[src/rtl/simon_reg_bridge.sv]
// Register bridge between the I2C slave byte streams and a SIMON round core.
// Define SIMON_READBACK_EN to make the KEY/BLK registers readable over the bus.
module simon_reg_bridge #(
  parameter int unsigned KEY_BYTES = 8,
  parameter int unsigned BLK_BYTES = 4,
  parameter logic [7:0]  ADDR_MASK = 8'h7F
) (
  input  logic                   clk,
  input  logic                   rst,
  input  logic                   bus_addressed,
  input  logic [7:0]             rx_data,
  input  logic                   rx_valid,
  output logic                   rx_ready,
  output logic [7:0]             tx_data,
  output logic                   tx_valid,
  input  logic                   tx_ready,
  output logic                   core_rst,
  output logic                   core_mode,
  output logic [8*KEY_BYTES-1:0] core_key,
  output logic [8*BLK_BYTES-1:0] core_block,
  input  logic [8*BLK_BYTES-1:0] core_result,
  input  logic                   core_done,
  output logic                   irq
);

  localparam int unsigned KW = 8 * KEY_BYTES;
  localparam int unsigned BW = 8 * BLK_BYTES;

  typedef enum logic {
    P_IDLE,
    P_DATA
  } pstate_e;

  typedef enum logic [1:0] {
    C_IDLE,
    C_LOAD,
    C_RUN
  } cstate_e;

  pstate_e       p_q;
  cstate_e       c_q;
  logic [7:0]    ptr_q;
  logic          rdy_q;
  logic          mode_q;
  logic          crst_q;
  logic          busy_q;
  logic          done_q;
  logic          err_q;
  logic [KW-1:0] key_q;
  logic [BW-1:0] blk_q;
  logic [BW-1:0] res_q;

  logic       rx_hs;
  logic       tx_hs;
  logic       wr_en;
  logic [7:0] ptr_inc;
  logic       is_key;
  logic       is_blk;
  logic       is_ctrl;
  logic       is_res;
  logic       is_stat;
  logic       go;
  logic       err_set;
  logic       err_clr;
  logic       stat_rd;
  logic [7:0] rd_byte;

  assign rx_hs   = rx_valid & rdy_q;
  assign tx_hs   = tx_valid & tx_ready;
  assign wr_en   = rx_hs & bus_addressed & (p_q == P_DATA);
  assign ptr_inc = (ptr_q + 8'd1) & ADDR_MASK;

  assign is_key  = {24'b0, ptr_q} < KEY_BYTES;
  assign is_blk  = (ptr_q[7:4] == 4'h2) &&
                   ({28'b0, ptr_q[3:0]} < BLK_BYTES);
  assign is_res  = (ptr_q[7:4] == 4'h5) &&
                   ({28'b0, ptr_q[3:0]} < BLK_BYTES);
  assign is_ctrl = ptr_q == 8'h40;
  assign is_stat = ptr_q == 8'h60;

  assign go      = wr_en & is_ctrl & rx_data[0] & ~busy_q;
  assign err_set = wr_en & busy_q &
                   (is_key | is_blk | (is_ctrl & rx_data[0]));
  assign err_clr = wr_en & is_ctrl & rx_data[2];
  assign stat_rd = tx_hs & is_stat;

  always_comb begin
    rd_byte = 8'hFF;
    unique case (1'b1)
      is_stat: rd_byte = {5'b0, err_q, done_q, busy_q};
      is_ctrl: rd_byte = {6'b0, mode_q, 1'b0};
      is_res: begin
        for (int i = 0; i < int'(BLK_BYTES); i++) begin
          if (ptr_q[3:0] == 4'(i)) rd_byte = res_q[8*i +: 8];
        end
      end
`ifdef SIMON_READBACK_EN
      is_key: begin
        for (int i = 0; i < int'(KEY_BYTES); i++) begin
          if (ptr_q[4:0] == 5'(i)) rd_byte = key_q[8*i +: 8];
        end
      end
      is_blk: begin
        for (int i = 0; i < int'(BLK_BYTES); i++) begin
          if (ptr_q[3:0] == 4'(i)) rd_byte = blk_q[8*i +: 8];
        end
      end
`endif
      default: rd_byte = 8'hFF;
    endcase
  end

  always_ff @(posedge clk) begin
    if (rst) begin
      p_q    <= P_IDLE;
      c_q    <= C_IDLE;
      ptr_q  <= 8'h00;
      rdy_q  <= 1'b0;
      mode_q <= 1'b0;
      crst_q <= 1'b1;
      busy_q <= 1'b0;
      done_q <= 1'b0;
      err_q  <= 1'b0;
      key_q  <= '0;
      blk_q  <= '0;
      res_q  <= '0;
    end else begin
      rdy_q <= 1'b1;

      // A write beats a same-cycle read: the pointer moves only once.
      if (!bus_addressed) begin
        p_q <= P_IDLE;
      end else if (rx_hs && p_q == P_IDLE) begin
        ptr_q <= rx_data & ADDR_MASK;
        p_q   <= P_DATA;
      end else if (rx_hs || tx_hs) begin
        ptr_q <= ptr_inc;
      end

      if (wr_en && !busy_q) begin
        for (int i = 0; i < int'(KEY_BYTES); i++) begin
          if (ptr_q == 8'(i)) key_q[8*i +: 8] <= rx_data;
        end
        for (int i = 0; i < int'(BLK_BYTES); i++) begin
          if (ptr_q == 8'(8'h20 + i)) blk_q[8*i +: 8] <= rx_data;
        end
      end

      if (err_set) begin
        err_q <= 1'b1;
      end else if (err_clr) begin
        err_q <= 1'b0;
      end

      if (stat_rd) done_q <= 1'b0;

      unique case (c_q)
        C_IDLE: begin
          crst_q <= 1'b1;
          if (go) begin
            mode_q <= rx_data[1];
            busy_q <= 1'b1;
            done_q <= 1'b0;
            c_q    <= C_LOAD;
          end
        end
        C_LOAD: begin
          crst_q <= 1'b0;
          c_q    <= C_RUN;
        end
        C_RUN: begin
          if (core_done) begin
            res_q  <= core_result;
            done_q <= 1'b1;
            busy_q <= 1'b0;
            crst_q <= 1'b1;
            c_q    <= C_IDLE;
          end
        end
        default: begin
          crst_q <= 1'b1;
          c_q    <= C_IDLE;
        end
      endcase
    end
  end

  assign rx_ready   = rdy_q;
  assign tx_valid   = bus_addressed & rdy_q;
  assign tx_data    = rd_byte;
  assign core_rst   = crst_q;
  assign core_mode  = mode_q;
  assign core_key   = key_q;
  assign core_block = blk_q;
  assign irq        = done_q;

endmodule
[config.mk]
export PLATFORM = sky130hd
export DESIGN_NAME = simon_reg_bridge
export DESIGN_NICKNAME = d
export VERILOG_FILES = /design/src/rtl/simon_reg_bridge.sv
export SDC_FILE = /design/constraint.sdc
export NUM_CORES = 1
export LEC_CHECK = 0
export ABC_CLOCK_PERIOD_IN_PS = 3300
export BUFFER_PORTS_ARGS = -buffer_cell sky130_fd_sc_hd__buf_2
export CAP_MARGIN = 20
export CORE_ASPECT_RATIO = 0.9
export CORE_MARGIN = 5
export CORE_UTILIZATION = 55
export DETAILED_ROUTE_END_ITERATION = 16
export GPL_TIMING_DRIVEN = 0
export HOLD_SLACK_MARGIN = 0.05
export PLACE_DENSITY = 0.8
export SLEW_MARGIN = 20
export SYNTH_ARGS = -nofsm -noshare
export SYNTH_HDL_FRONTEND = slang
export SYNTH_SLANG_ARGS = --single-unit
[constraint.sdc]
create_clock -name clk -period 3.3 [get_ports clk]
set_input_delay 0.495 -clock clk [delete_from_list [all_inputs] [get_ports clk]]
set_output_delay 0.495 -clock clk [all_outputs]
set_load 0.01 [all_outputs]
==> impl_metrics.toml <==
[yosys]
synthFlopType = "dfxtp_1"
synth_top_family_by_area = "simple AND/OR/NAND/NOR gates"
seq_area_frac_synth_pct = 48.8
synth-simple-area-share_pct = 20.9
mappedNetlistNets = 697
yosysTopAreaCellShare_pct = 48.8
synthAdderAreaFrac_pct = 0.847
syn-mean-instance-area_um2 = 9.14
synth_compound_area_share_pct = 8.59
ys_types = 49
yosysTopAreaCell = "dfxtp_1"
synthArstFlopShare_pct = 0
synthMuxAreaShare_pct = 16.8
synth_area_um2 = 5910
ys_ff_latch = 144
synth.area.top_cells = "dfxtp_1, mux2i_1, nor2_1, nand2_1, a21oi_1"
yosysWarningCount = 0
syn-instance-count = 647
synth_edf_count = 0
synth-xor-area-share_pct = 0

[final_layout]
multiInputGateArea_um2 = 2780
final_area_um2 = 7440
finish.utilization_pct = 71.7
area_growth_pct = 26.0
n_fill_cell = 781
drive_gt1_share_pct = 24.5
n_antenna_cell = 0
nNetsFinal = 867
seqCellArea_um2 = 2880

[drt]
drt-initial-drc-count = 465
wl_met3_um = 1270
drc = 0
num_vias = 5427
wl_met1_um = 7140
vias_per_cell = 5.66
wl_per_cell_um = 17.9
wl_met2_um = 8410
highest_layer = "met4"
dr.pass1.iters = 5
wirelength_um = 17200
ant_nets = 0

[setup_path]
reg2reg_slack_ns = 0.99
startpoint_type = "flip-flop"
worstPathRequired_ns = 2.80
end_kind = "output port"
arrival_ns = 2.57
critPathKind = "reg -> out"
r2r_start = "ptr_q[0]"
r2r-end = "core_block[2]"
rr_worst_depth = 6
critPathMaxFanout = 10

[grt]
grt_pass1_wl_um = 27300
grt_overflow = 0
grt_pass1_vias = 5347
grt_max_degree = 17
grt_use_total_pct = 26.6
antenna_found_initial = 0

[floorplan]
pin_count = 155
start_util_pct = 56.9
fp.dieArea_um2 = 12900
die_h_um = 108
num_rows = 35
die_w_um = 119
core_um2 = 10400

[pwr]
p_total_uw = 3960
max-vdd-ir-drop_mv = 0.386
p_per_area_nw_per_um2 = 532
leakagePower_uw = 0.00385

[timing]
finalSetupTns_ns = 0
period_needed_ns = 3.07
fin_skew_ns = 0.00831
setup_viol = 0
fmax_ghz = 0.326
period_share_pct = 93.0
finalHoldViolations = 0
worst_pin_slew_ns = 0.755
slew_headroom_pct = 49.7
rsz0062_at_grt = "false"
fin_worst_hold_slack_ns = 0.315
slew_violations = 0

[min_path]
hold_depth = 3
hp-start = "core_result[29]"
min_path_type = "in -> reg"
holdPathEnd = "res_q[29]"

[cts]
insertion_delay_ns = 0.41
cts.clk_slew.worst_paths_ns = 0.06
cts-root-buf = "clkbuf_16"
cts_resized = 0
htree_num_levels = 4
hold_buffers = 0
cts_buffers = 17
cts_buffer_depth = 2
post_cts_buffers = 0
cts_tree = "done"
cts_sinks = 144

[run]
cap_violations = 0

[place]
dpl.hpwl_um = 12100
place_area_um2 = 6830
gp_congestion = 0.883
portBuffers = 151

[run_status]
status = "finished clean"
==> synth_stat cells, types with 2 or more instances <==
master / number
nor2_1: 117
dfxtp_1: 144
o21ai_0: 6
nor2b_1: 6
nor3_1: 7
and4bb_2: 2
a21oi_1: 42
nor3b_1: 4
o311ai_1: 3
clkbuf_1: 40
and3b_1: 2
a221oi_1: 7
nand3b_1: 4
nand4_1: 4
buf_1: 3
nor4_1: 3
nand2_1: 79
ha_1: 4
buf_2: 4
nand3_1: 7
inv_1: 13
nand4_4: 4
and2_1: 2
a211oi_1: 7
o211ai_1: 4
a31oi_1: 3
nand4_2: 6
mux2i_1: 98
buf_4: 2
==> through the flow <==
| step | std cells | setup slack [ns] |
|---|---|---|
| finish | 959 | 0.231 |
| global route | 959 | 0.00984 |
| CTS | 959 | 0.200 |
| detailed placement | 927 | 0.731 |
| global placement | 927 | 0.733 |
| floorplan | 647 | 1.06 |
==> final cells by class <==
type | instances | share of cell area (%)
Sequential cell | 144 | 38.7
Multi-Input combinational cell | 441 | 37.4
Timing Repair Buffer | 151 | 10.2
Clock buffer | 21 | 6.18
Buffer | 49 | 2.64
Tap cell | 129 | 2.17
Clock inverter | 11 | 2.10
Inverter | 13 | 0.655
==> cells in the final DEF (no fill, tap or decap), types with 2 or more instances in the layout <==
master and n:
clkinvlp_4 3, nor3_1 7, nor2_1 117, o211ai_1 4, a21oi_1 42, clkbuf_16 17
o311ai_1 3, a221oi_1 7, clkbuf_1 42, and3b_1 2, nor2b_1 6, buf_2 155
buf_4 2, o21ai_0 6, clkinv_4 4, inv_1 13, and4bb_2 2, a211oi_1 7
nand4_4 4, bufinv_16 3, buf_1 3, and2_1 2, ha_1 4, dfxtp_1 144
clkbuf_8 2, nand4_2 6, nand3b_1 4, nand3_1 7, nor3b_1 4, nand2_1 79
nor4_1 3, a31oi_1 3, mux2i_1 98, nand4_1 4
==> registers in the layout, summed over array words and instances, names as in the netlist <==
| register | count |
|---|---|
| core_key | 64 |
| core_block | 32 |
| res_q | 32 |
| ptr_q | 7 |
| c_q | 2 |
| busy_q | 1 |
| core_mode | 1 |
| core_rst | 1 |
| err_q | 1 |
| irq | 1 |
| p_q | 1 |
| rx_ready | 1 |
==> report_power, final <==
| part | total [uW] | switching (uW) | internal, uW |
|---|---|---|---|
| Sequential | 1750 | 5.92 | 1740 |
| Combinational | 213 | 144 | 69.4 |
| Clock | 2000 | 760 | 1240 |
| Total | 3960 | 910 | 3050 |
==> metal layers <==
metal | GRT usage, % | vias up
met3 | 6.96 | 43
li1 | - | 2560
met5 | 0 | -
met1 | 33.0 | 2588
met2 | 45.5 | 236
met4 | 8.60 | 0
==> worst max path at each step <==
| stage | from | to | slack (ns) | cells past startpoint |
|---|---|---|---|---|
| finish | ptr_q[0] | tx_data[3] | 0.23 | 8 |
| global route | ptr_q[1] | tx_data[3] | 0.01 | 9 |
| CTS | ptr_q[0] | tx_data[3] | 0.20 | 8 |
| detailed placement | ptr_q[0] | tx_data[3] | 0.73 | 8 |
| global placement | ptr_q[0] | tx_data[3] | 0.73 | 8 |
| floorplan | ptr_q[0] | tx_data[3] | 1.06 | 7 |
==> critical path, stage by stage (launching register included) <==
cell,delay (ns)
dfxtp_1,0.43
ha_1,0.18
clkbuf_1,0.33
buf_2,0.34
nor2_1,0.08
a221oi_1,0.36
a211oi_1,0.09
nor3_1,0.20
buf_2,0.16
==> cells by family (layout without fill, tap and decap cells) <==
family,count (synthesis),count (layout)
buf+inv,62,245
mux,99,99
flops,144,144
fa+ha+maj,4,4
simple gates,256,256
compound gates,82,82
Note: power is estimated with default switching activity, not from simulation.
